===== src/rtl/pr_timer.sv =====
// Purpose: programmable interval timer (CTRL/PRESET/COUNT) with one-shot and auto-reload modes and a maskable irq.
// Latency: register writes land on the next clk edge; dout and sel are combinational; irq rises P+2 edges after En is written.
// Backpressure: none; the bus is always accepted. Optional build macro TIMER_PRESCALE_EN slows the count by PRESCALE.
module pr_timer #(
    parameter logic [31:0] BASE  = 32'h0000_7F00,
    parameter int          WIDTH = 32
`ifdef TIMER_PRESCALE_EN
    ,
    parameter int          PRESCALE = 4
`endif
) (
    input  logic        clk,
    input  logic        rst,
    input  logic [31:0] addr,
    input  logic        we,
    input  logic [31:0] din,
    output logic [31:0] dout,
    output logic        sel,
    output logic        irq
);

    localparam logic [1:0] S_IDLE = 2'd0;
    localparam logic [1:0] S_LOAD = 2'd1;
    localparam logic [1:0] S_CNT  = 2'd2;
    localparam logic [1:0] S_INT  = 2'd3;

    localparam logic [1:0] R_CTRL   = 2'd0;
    localparam logic [1:0] R_PRESET = 2'd1;
    localparam logic [1:0] R_COUNT  = 2'd2;

    logic [1:0]       state;
    logic             en;
    logic [1:0]       mode;
    logic             im;
    logic [WIDTH-1:0] preset;
    logic [WIDTH-1:0] count;
    logic             irq_flag;

    logic             wr;
    logic             wr_ctrl;
    logic             wr_preset;
    logic             tick;
    logic [1:0]       reg_idx;

    // Byte-lane bits never take part in decode; the name keeps them out of unused-signal reports.
    logic             unused_addr_bits;
    assign unused_addr_bits = ^addr[1:0];

    assign reg_idx   = addr[3:2];
    assign sel       = (addr[31:4] == BASE[31:4]);
    assign wr        = we & sel;
    assign wr_ctrl   = wr && (reg_idx == R_CTRL);
    assign wr_preset = wr && (reg_idx == R_PRESET);
    assign irq       = im & irq_flag;

`ifdef TIMER_PRESCALE_EN
    localparam int PW = (PRESCALE > 1) ? $clog2(PRESCALE) : 1;
    logic [PW-1:0] pscnt;

    assign tick = (pscnt == PW'(PRESCALE - 1));

    // Prescaler: restarts at every reload, advances only while actively counting.
    always_ff @(posedge clk) begin
        if (rst) begin
            pscnt <= '0;
        end else if (state == S_LOAD) begin
            pscnt <= '0;
        end else if ((state == S_CNT) && en) begin
            pscnt <= tick ? '0 : pscnt + PW'(1);
        end
    end
`else
    assign tick = 1'b1;
`endif

    // FSM and register file; bus writes come last so they override FSM updates on the same edge.
    always_ff @(posedge clk) begin
        if (rst) begin
            state    <= S_IDLE;
            en       <= 1'b0;
            mode     <= 2'd0;
            im       <= 1'b0;
            preset   <= '0;
            count    <= '0;
            irq_flag <= 1'b0;
        end else begin
            case (state)
                S_IDLE: begin
                    if (en) begin
                        state <= S_LOAD;
                    end
                end
                S_LOAD: begin
                    count <= preset;
                    state <= S_CNT;
                end
                S_CNT: begin
                    if (!en) begin
                        state <= S_IDLE;
                    end else if (tick) begin
                        // A count of 0 (PRESET=0) expires exactly like a count of 1.
                        if (count > WIDTH'(1)) begin
                            count <= count - WIDTH'(1);
                        end else begin
                            count    <= '0;
                            irq_flag <= 1'b1;
                            state    <= S_INT;
                        end
                    end
                end
                default: begin
                    if (mode == 2'd1) begin
                        irq_flag <= 1'b0;
                        state    <= en ? S_LOAD : S_IDLE;
                    end else begin
                        en    <= 1'b0;
                        state <= S_IDLE;
                    end
                end
            endcase

            if (wr_ctrl) begin
                en       <= din[0];
                mode     <= din[2:1];
                im       <= din[3];
                irq_flag <= 1'b0;
            end
            if (wr_preset) begin
                preset   <= din[WIDTH-1:0];
                irq_flag <= 1'b0;
            end
        end
    end

    // Read mux: zero when the device is not addressed and for the reserved slot.
    always_comb begin
        dout = 32'd0;
        if (sel) begin
            case (reg_idx)
                R_CTRL:   dout = {28'd0, im, mode, en};
                R_PRESET: dout = 32'(preset);
                R_COUNT:  dout = 32'(count);
                default:  dout = 32'd0;
            endcase
        end
    end

endmodule


===== config.mk =====
export PLATFORM = sky130hd
export DESIGN_NAME = pr_timer
export DESIGN_NICKNAME = d
export VERILOG_FILES = /design/src/rtl/pr_timer.sv
export SDC_FILE = /design/constraint.sdc
export NUM_CORES = 1
export LEC_CHECK = 0
export BUFFER_PORTS_ARGS = -buffer_cell sky130_fd_sc_hd__buf_2
export CAP_MARGIN = 20
export CORE_AREA = 5 5 87 121
export DETAILED_ROUTE_END_ITERATION = 10
export DIE_AREA = 0 0 92 126
export GPL_ROUTABILITY_DRIVEN = 0
export PLACE_DENSITY = 0.73
export SLEW_MARGIN = 20
export SYNTH_ARGS = -nofsm -noshare
export SYNTH_HDL_FRONTEND = slang
export SYNTH_SLANG_ARGS = --single-unit
export TNS_END_PERCENT = 100

===== constraint.sdc =====
create_clock -name clk -period 6.8 [get_ports clk]
set_input_delay 0.34 -clock clk [delete_from_list [all_inputs] [get_ports clk]]
set_output_delay 0.34 -clock clk [all_outputs]
set_load 0.02 [all_outputs]

==> run metrics, run 1 <==
CP Class=register to register; FF+latch count, synth=71; share of layout cells above drive strength 1=21.3%; top cells by count, synth=101 x nand2_1, 71 x dfxtp_1, 62 x nor2_1, 55 x a21oi_1, 44 x clkbuf_1; startpoint types=register; CTS tree=done; Post-CTS Hold Fix Bufs=0; Clock Path Buffers=2; cell area after layout=0.00489 sq mm; Iter 0 DRT Violations=470; register area share after synthesis=34.9%; async set-reset flop share out of synthesis=0%; H-tree levels=3; largest net degree at the start of global routing=64; static leakage=1.88 nW; unrepaired setup endpoints after global routing=no; DRT antenna net count=0; final cycle utilization of the critical path=44.3%; top cell type by total area after synthesis=dfxtp_1; Die X=92 um; Sink Count=71; cell family with the largest share of critical-path delay=simple AND/OR/NAND/NOR gates; final wirelength=12,700 um; top-area cell type share of the netlist area=34.9%; fin nets=702; worst slew pin tran=952 ps; router iterations before antenna repair=5; Synth Warn #=0; postcts setup bufs=0; status=finished, final reports clean; Overflow after GRT=0; crit-path max cell delay=570 ps; full die area=0.0116 sq mm; Tmin final=3010 ps; worst hold path type=input port to register; Core ar.=0.00935 sq mm; EDFF count, synth=0; initial antenna violation count=0; Netlist Area Pre-Place=0.00407 sq mm; Area Growth Syn to Fin=20.1%; top-count cell post-synth=nand2_1; Vias/cell=6.01; crit-path max FO=12; WP buf/inv=1; Hold Vio Cnt, Final=0; CTS clock-pin slew for the worst setup and hold paths=50 ps; placed cells=732; n_diodes=0; setup_tns=0 ps; Root Driver=clkbuf_16; Max VDD drop=120 uV; Max Clk Rate=332 MHz; Starting Density=43.5%; # IOs=101; DRC Markers=0; Multi-input gate area=0.00246 sq mm; Worst Setup End Kind=register; standard-cell rows=42; cts bufs inserted=9; syn nets=630; CTS resizes=0; Unique masters post-synth=56; Wirelength per Cell=17.1 um; Non-Filler Instances=745; Final HPWL DP=8860 um; Cells after Synth=561; CP Cell Sequence=or3_4 -> or4b_4 -> nor4b_4 -> nor2_1 -> buf_4 -> a32o_1 -> a32o_1; Power Density=182 mW/mm^2; max-slew violations=0; Final setup viols=0; layout filler cell count=917; most frequent CP cell=a32o_1; total placed instance area=0.00462 sq mm; via count of the first global-routing pass=4,439; dominant synthesized flop cell=dfxtp_1; port bufs=98; area occupied by registers=0.00142 sq mm; clock skew=5.17 ps; slowest CP cell=or4b_4; Avg Cell Area, Syn=7.26 sq um; Die Height=126 um; first-pass GRT wire length=21,000 um; CP required=7030 ps; Global Route Usage Sum=22.0%; worst-skew pair later-pin latency=340 ps; max_slew headroom=36.3%; synth top area cells=dfxtp_1 35%, nand2_1 9.3%, a21oi_1 6.8%; via count=4,475; MaxCap Viol Count=0; critical path arrival=3240 ps; Fin Hold WS=244 ps
-- path summary, 6_finish.rpt --
| kind | from | endpoint | slack (ps) | cells after the start |
|---|---|---|---|---|
| max | count[16]$_SDFFE_PP0P_ | count[2]$_SDFFE_PP0P_ | 3790 | 7 |
| min | din[25] | preset[25]$_SDFFE_PP0P_ | 240 | 3 |
| max reg2reg | count[16]$_SDFFE_PP0P_ | count[2]$_SDFFE_PP0P_ | 3790 | 7 |
| min reg2reg | preset[28]$_SDFFE_PP0P_ | preset[28]$_SDFFE_PP0P_ | 470 | 2 |
-- flip-flops by register name, summed over array words and instances, names as in the netlist --
name      count
count        32
en            1
im            1
irq_flag      1
mode          2
preset       32
state         2
-- final cells by class --
cell class	count	share of cell area [%]
Tap cell	110	2.81
Clock inverter	1	0.102
Inverter	9	0.691
Timing Repair Buffer	108	11.6
Sequential cell	71	29.1
Clock buffer	12	5.45
Multi-Input combinational cell	434	50.3
-- cells by family after synthesis --
family / Yosys count / synth area share, %
compound gates: 164 / 25.9
xor+xnor: 7 / 1.51
fa+ha+maj: 2 / 0.614
buf+inv: 56 / 5.16
flops: 71 / 34.9
mux: 9 / 2.24
simple gates: 252 / 29.7
-- through the flow --
step	setup slack, ps	power [mW]	utilization (%)
finish	3790	0.890	52.3
floorplan	4230	0.442	-
CTS	3820	0.899	52.3
global route	3620	0.919	52.3
detailed placement	3490	0.465	49.4
global placement	3570	0.464	49.3
-- power breakdown --
part / switching (mW) / internal [mW]
clock network: 0.164 / 0.270
registers: 0.000000000177 / 0.416
logic: 0.0227 / 0.0174
-- layout by cell type, fill, tap and decap left out, types with 5 or more instances in the layout --
cell type	Yosys	layout
xnor2_1	6	6
a31oi_1	16	16
a21oi_1	55	55
dfxtp_1	71	71
nand3_1	13	13
o21ai_0	20	20
buf_2	0	98
o221ai_1	6	6
a22oi_1	30	30
inv_1	8	8
a32oi_1	5	5
nor4_1	12	12
clkbuf_16	0	9
nor2_1	62	62
mux2i_1	8	8
nor3_1	19	19
o22ai_1	7	7
buf_4	0	10
and2_1	6	6
nand2_1	101	101
-- per-layer routing --
metal | global-route usage, % | routed length, um | up-vias
met1 | 24.6 | 4940 | 2070
met2 | 38.8 | 6450 | 194
met3 | 5.31 | 959 | 32
met4 | 10.2 | 395 | 0
met5 | 0 | 0 | -
li1 | - | - | 2179
-- worst reg2reg max path: stages, from the launching register on --
cell     delay (ps)
dfxtp_1         370
or3_4           440
or4b_4          570
nor4b_4         540
nor2_1          270
buf_4           270
a32o_1          270
a32o_1          190
Note: power is estimated with default switching activity, not from simulation.
==> run 2: changes to the inputs <==
- ABC_AREA: not set -> 1
- CORE_AREA: 5 5 87 121 -> 5 5 93 130
- DIE_AREA: 0 0 92 126 -> 0 0 98 135
- PLACE_DENSITY: 0.73 -> 0.74
- clock period: 6.8 -> 2.55 ns (I/O delays scaled with it)
==> run 2 against run 1 <==
  * Sequential power rose to 2.7 times the previous value
  * Total power rose to 2.7 times the previous value
  * Synthesized cell count up 41%
==> run metrics, run 2 <==
# IOs=101 (unchanged); max_slew headroom=29.1% (-7.2 points); via count=4,973 (+11%); hold endpoint=preset[8]$_SDFFE_PP0P_; Cells after Synth=793 (+41%); Clock Path Buffers=2 (unchanged); cell depth of the worst hold path=3 (unchanged); top cells by count, synth=259 x nand2_1, 100 x inv_1, 95 x nor2_1, 71 x dfxtp_1, 65 x a21oi_1; H-tree levels=3 (unchanged); standard-cell rows=45 (+7.1%); Sink Count=71 (unchanged); router iterations before antenna repair=4 (-1); Iter 0 DRT Violations=279 (-41%); highest-count cells in the layout ignoring fill and taps=259 x nand2_1, 100 x inv_1, 98 x buf_2; Die X=98 um (+6.5%); full die area=0.0132 sq mm (+14%); postcts setup bufs=0 (unchanged); Power Density=434 mW/mm^2 (+140%); CTS clock-pin slew for the worst setup and hold paths=50 ps (about the same); static leakage=2.60 nW (+38%); Global Route Usage Sum=19.6% (-2.4 points); Core ar.=0.0108 sq mm (+15%); Register-to-Register Path Depth=11 (+4); Multi-input gate area=0.00272 sq mm (+11%); Unique masters post-synth=36 (-36%); Die Height=135 um (+7.1%); power share of the combinational group=4.9% (+0.4 points); area occupied by registers=0.00142 sq mm (unchanged); clock skew=8.64 ps (+3.46 ps); dominant synthesized flop cell=dfxtp_1; async set-reset flop share out of synthesis=0% (unchanged); crit-path max FO=12 (unchanged); n_diodes=0 (unchanged); synth top area cells=dfxtp_1 30%, nand2_1 21%, inv_1 7.9%; top-area cell type share of the netlist area=30.1% (-4.8 points); critical path arrival=2190 ps (-1050 ps); Post-CTS Hold Fix Bufs=0 (unchanged); top cell type by total area after synthesis=dfxtp_1; FF-to-FF End=count[31]$_SDFFE_PP0P_; Vias/cell=4.87 (-19%); MaxCap Viol Count=0 (unchanged); commonest non-fill, non-tap cell in the layout=nand2_1; first-pass GRT wire length=21,500 um (+2.7%); worst hold path type=input port to register; Final HPWL DP=9220 um (+4.0%); initial antenna violation count=0 (unchanged); Tmin final=1930 ps (-1080 ps); final wirelength=12,700 um (-0.66%); startpoint types=register; top-count cell post-synth=nand2_1; DRC Markers=0 (unchanged); EDFF count, synth=0 (unchanged); DRT antenna net count=0 (unchanged); setup_tns=0 ps (unchanged); Area Growth Syn to Fin=17.7%; Worst Setup End Kind=register; FF+latch count, synth=71 (unchanged); Hold Startpoint=din[8]; CTS tree=done; layout filler cell count=1,150 (+25%); Non-Filler Instances=1,021 (+37%); final cycle utilization of the critical path=75.5% (+31 points); unrepaired setup endpoints after global routing=no; fin nets=945 (+35%); flop-to-flop setup slack=620 ps (-3170 ps); register area share after synthesis=30.1% (-4.8 points); via count of the first global-routing pass=4,824 (+8.7%); Wirelength per Cell=12.4 um (-28%); port bufs=98 (unchanged); worst-skew pair later-pin latency=340 ps (about the same); share of layout cells above drive strength 1=17.8% (-3.4 points); clock share of power=49.1% (+0.4 points); Overflow after GRT=0 (unchanged); Root Driver=clkbuf_16; biggest regs=count x32, preset x32; R2R Path Start=count[0]$_SDFFE_PP0P_; Final setup viols=0 (unchanged); worst slew pin tran=1060 ps (+110 ps); syn nets=862 (+37%); Synth Warn #=0 (unchanged); Fin Hold WS=36.9 ps (-208 ps); Starting Density=43.9% (+0.38 points); CP required=2820 ps (-4210 ps); Avg Cell Area, Syn=5.96 sq um (-18%); status=finished, final reports clean; cts bufs inserted=9 (unchanged); Max Clk Rate=519 MHz (+56%); largest net degree at the start of global routing=35 (-45%); net switching power=526 uW (+180%); Max VDD drop=264 uV (+120%); placed cells=1,006 (+37%); Pint=1.89 mW (+170%); Netlist Area Pre-Place=0.00472 sq mm (+16%); Net Sw Frac=21.8% (+0.82 points); max-slew violations=0 (unchanged); Sequential Power Share=46.0% (-0.8 points); Hold Vio Cnt, Final=0 (unchanged); CTS resizes=0 (unchanged); CP Class=register to register
==> run 2: layout make-up <==
type                    instances  share of cell area (%)
well taps                     141                    3.17
clock inverters                 3                   0.315
multi-input cells             584                    49.0
repair buffers                106                    10.1
flip-flops and latches         71                    25.6
clock buffers                  12                    4.80
inverters                     104                    7.05
==> run 2: stage by stage <==
stage	util, %	cell area, sq um	setup slack, ps	power, mW
after floorplan	-	4720	811	1.18
after global placement	49.0	5270	669	1.25
after detailed placement	49.0	5270	636	1.25
after CTS	51.7	5560	628	2.44
after global routing	51.7	5560	457	2.50
final	51.7	5560	624	2.41
==> run 2: worst max-delay path: stages, from the launching register on <==
cell	delay [ps]
dfxtp_1	370
inv_1	100
ha_1	260
nand2_2	170
nor2_8	80
nor2_4	130
nor2_2	60
nor2_4	260
nand3_1	170
nand2_1	90
nand2_1	50
a21oi_1	120
==> run 2: worst max path at each step <==
stage	startpoint	to	slack [ps]
final	count[0]$_SDFFE_PP0P_	count[31]$_SDFFE_PP0P_	620
after global placement	addr[19]	dout[31]	670
after global routing	count[0]$_SDFFE_PP0P_	count[31]$_SDFFE_PP0P_	460
after CTS	count[0]$_SDFFE_PP0P_	count[31]$_SDFFE_PP0P_	630
after detailed placement	addr[20]	preset[3]$_SDFFE_PP0P_	640
after floorplan	addr[19]	dout[23]	810
==> run 2: logic make-up (layout without fill, tap and decap cells) <==
family / Yosys count / count (layout) / synth area share [%]
compound gates: 142 / 142 / 15.7
xor+xnor: 17 / 17 / 3.15
fa+ha+maj: 2 / 2 / 0.530
buf+inv: 138 / 225 / 12.4
flops: 71 / 71 / 30.1
simple gates: 423 / 423 / 38.2
==> run 2: power groups by stage <==
stage	Clock, mW	Sequential [mW]	Combinational (mW)
CTS	1.21	1.11	0.120
global route	1.26	1.11	0.134
floorplan	0	1.13	0.0483
finish	1.19	1.11	0.119
global placement	0	1.13	0.118
detailed placement	0	1.13	0.120
==> run 2: layer usage <==
metal	up-vias	wire length (um)	GRT usage (%)
met1	2192	5350	22.0
li1	2639	-	-
met4	0	323	8.16
met3	24	676	4.08
met5	-	0	0
met2	118	6310	35.6
==> run 3: changes to the inputs <==
- PLACE_DENSITY: 0.74 -> 0.72
- clock period: 2.55 -> 1.9 ns (I/O delays scaled with it)
==> run 3 against run 2 <==
  * The run now ends with hold timing left
  * Global-route usage increased by 0.088 points
  * Sequential power rose by 34%
  * Clock skew shrank 3.1 ps
  * Critical endpoint is now count[18]$_SDFFE_PP0P_
  * Largest cell class unchanged
==> run metrics, run 3 (same netlist as run 2, synthesis figures left out) <==
Iter 0 DRT Violations=192 (-31%); largest net degree at the start of global routing=36 (+2.9%); Register-to-Register Path Depth=12 (+1); startpoint types=register; Die Height=135 um (unchanged); Final HPWL DP=9720 um (+5.4%); slowest CP cell=dfxtp_1; via count of the first global-routing pass=4,676 (-3.1%); flop-to-flop setup slack=160 ps (-460 ps); Core ar.=0.0108 sq mm (unchanged); final wirelength=12,900 um (+1.6%); Vias/cell=4.84 (-0.66%); worst slew pin tran=515 ps (-547 ps); Fin Hold WS=-1.64 ps (-38.5 ps); CP Class=register to register; Setup Slack @ Placement=121 ps (-514 ps); n_diodes=0 (unchanged); worst hold path type=input port to register; Final WS setup=164 ps (-459 ps); via count=5,061 (+1.8%); Global Route Usage Sum=19.7% (+0.088 points); clock skew=5.58 ps (-3.05 ps); highest-count cells in the layout ignoring fill and taps=259 x nand2_1, 99 x inv_1, 98 x buf_2; final cycle utilization of the critical path=91.3% (+16 points); Sink Count=71 (unchanged); Wirelength per Cell=12.3 um (-0.79%); Power Density=583 mW/mm^2 (+34%); failing checks=hold timing; standard-cell rows=45 (unchanged); Final setup viols=0 (unchanged); cts bufs inserted=9 (unchanged); FF-to-FF End=count[18]$_SDFFE_PP0P_; status=complete, but fails checks; crit-path max FO=4 (-8); setup_tns=0 ps (unchanged); share of layout cells above drive strength 1=19.9% (+2.0 points); layout filler cell count=1,159 (+0.78%); max_slew headroom=65.6% (+36 points); first-pass GRT wire length=21,600 um (+0.45%); critical path arrival=2010 ps (-180 ps); Max VDD drop=400 uV (+52%); area occupied by registers=0.00142 sq mm (unchanged); Hold Startpoint=din[7]; Root Driver=clkbuf_16; max-slew violations=0 (unchanged); postcts setup bufs=0 (unchanged); most frequent CP cell=nand2_1; Max Clk Rate=576 MHz (+11%); MaxCap Viol Count=0 (unchanged); final core utilization=54.3% (+2.6 points); Starting Density=43.9% (unchanged); static leakage=2.74 nW (+5.7%); Multi-input gate area=0.00272 sq mm (about the same); cell depth of the worst hold path=3 (unchanged); port bufs=98 (unchanged); Area Growth Syn to Fin=23.6%; DRT antenna net count=0 (unchanged); CP required=2170 ps (-650 ps); commonest non-fill, non-tap cell in the layout=nand2_1; DRC Markers=0 (unchanged); unrepaired setup endpoints after global routing=no; WP buf/inv=2 (+1); Die X=98 um (unchanged); Non-Filler Instances=1,046 (+2.4%); CP Cell Sequence=inv_1 -> ha_2 -> nand2_2 -> nor2_8 -> buf_4 -> nand2_4 -> nor2_4 -> xor2_1 -> nand2_1 -> nand2_1 -> nand2_1 -> a21oi_1; Worst Setup End Kind=register; initial antenna violation count=0 (unchanged); Tmin final=1740 ps (-191 ps); biggest regs=count x32, preset x32; cell family with the largest share of critical-path delay=simple AND/OR/NAND/NOR gates; # IOs=101 (unchanged); Clock Path Buffers=2 (unchanged); worst-skew pair later-pin latency=340 ps (about the same); CTS tree=done; H-tree levels=3 (unchanged); router iterations before antenna repair=4 (unchanged); Overflow after GRT=0 (unchanged); hold endpoint=preset[7]$_SDFFE_PP0P_; Hold Vio Cnt, Final=1 (+1); crit-path max cell delay=320 ps (-50 ps); R2R Path Start=count[1]$_SDFFE_PP0P_; full die area=0.0132 sq mm (unchanged); placed cells=1,026 (+2.0%); fin nets=969 (+2.5%); Pwr Total=3.40 mW (+41%); CTS clock-pin slew for the worst setup and hold paths=60 ps (about the same)
-- run 3: changes by cell type in the layout (fill, tap and decap cells not counted), sizes merged --
cell and change:
dlygate4sd3 +4, clkinv +1, clkbuf -1, bufinv +1
buf +20
-- run 3: worst reg2reg max path, cell delays in order (launching register included) --
cell	delay [ps]
dfxtp_1	320
inv_1	110
ha_2	210
nand2_2	110
nor2_8	160
buf_4	140
nand2_4	60
nor2_4	130
xor2_1	150
nand2_1	70
nand2_1	50
nand2_1	40
a21oi_1	120
-- run 3: what timing repair did --
item	CTS	global route
endpoints found under the setup margin	0	4
gates resized for setup	0	3
hold buffers	4	0
endpoints found under the hold margin	4	0
-- run 3: how the worst max path moves through the flow --
stage                              to                   from  depth (start not counted)  slack (ps)
3_3_place_gp                 dout[24]               addr[19]                          9         130
4_1_cts                      dout[27]               addr[19]                          9         110
5_1_grt                       dout[8]               addr[19]                          9           5
6_report       count[18]$_SDFFE_PP0P_  count[1]$_SDFFE_PP0P_                         12         160
3_5_place_dp                 dout[27]               addr[19]                          9         120
2_1_floorplan                dout[23]               addr[19]                          7         230
-- run 3: metrics by stage --
step	area (sq um)	hold WS [ps]
after detailed placement	5490	339
after CTS	5840	2.01
final	5840	-1.64
after global placement	5490	341
after floorplan	4720	240
after global routing	5840	13.9
-- run 3: area by class of cell --
cell class / count / share of cell area, %
timing repair buffer: 130 / 14.0
clock inverter: 5 / 0.964
tap: 141 / 3.02
clock buffer: 11 / 4.33
multi-input combinational: 584 / 46.7
sequential: 71 / 24.3
inverter: 104 / 6.71
-- run 3: metal layers --
| layer | track usage, % | vias up | share of wire [%] |
|---|---|---|---|
| li1 | - | 2686 | - |
| met1 | 23.2 | 2242 | 43 |
| met2 | 34.8 | 108 | 49 |
| met3 | 2.74 | 25 | 5.0 |
| met4 | 9.31 | 0 | 2.5 |
| met5 | 0 | - | 0 |
-- run 3: power by group --
group / switching, mW / internal (mW) / total (mW)
registers: 0.000000000893 / 1.49 / 1.49
clock network: 0.652 / 1.08 / 1.74
logic: 0.0938 / 0.0831 / 0.177
total: 0.746 / 2.66 / 3.40
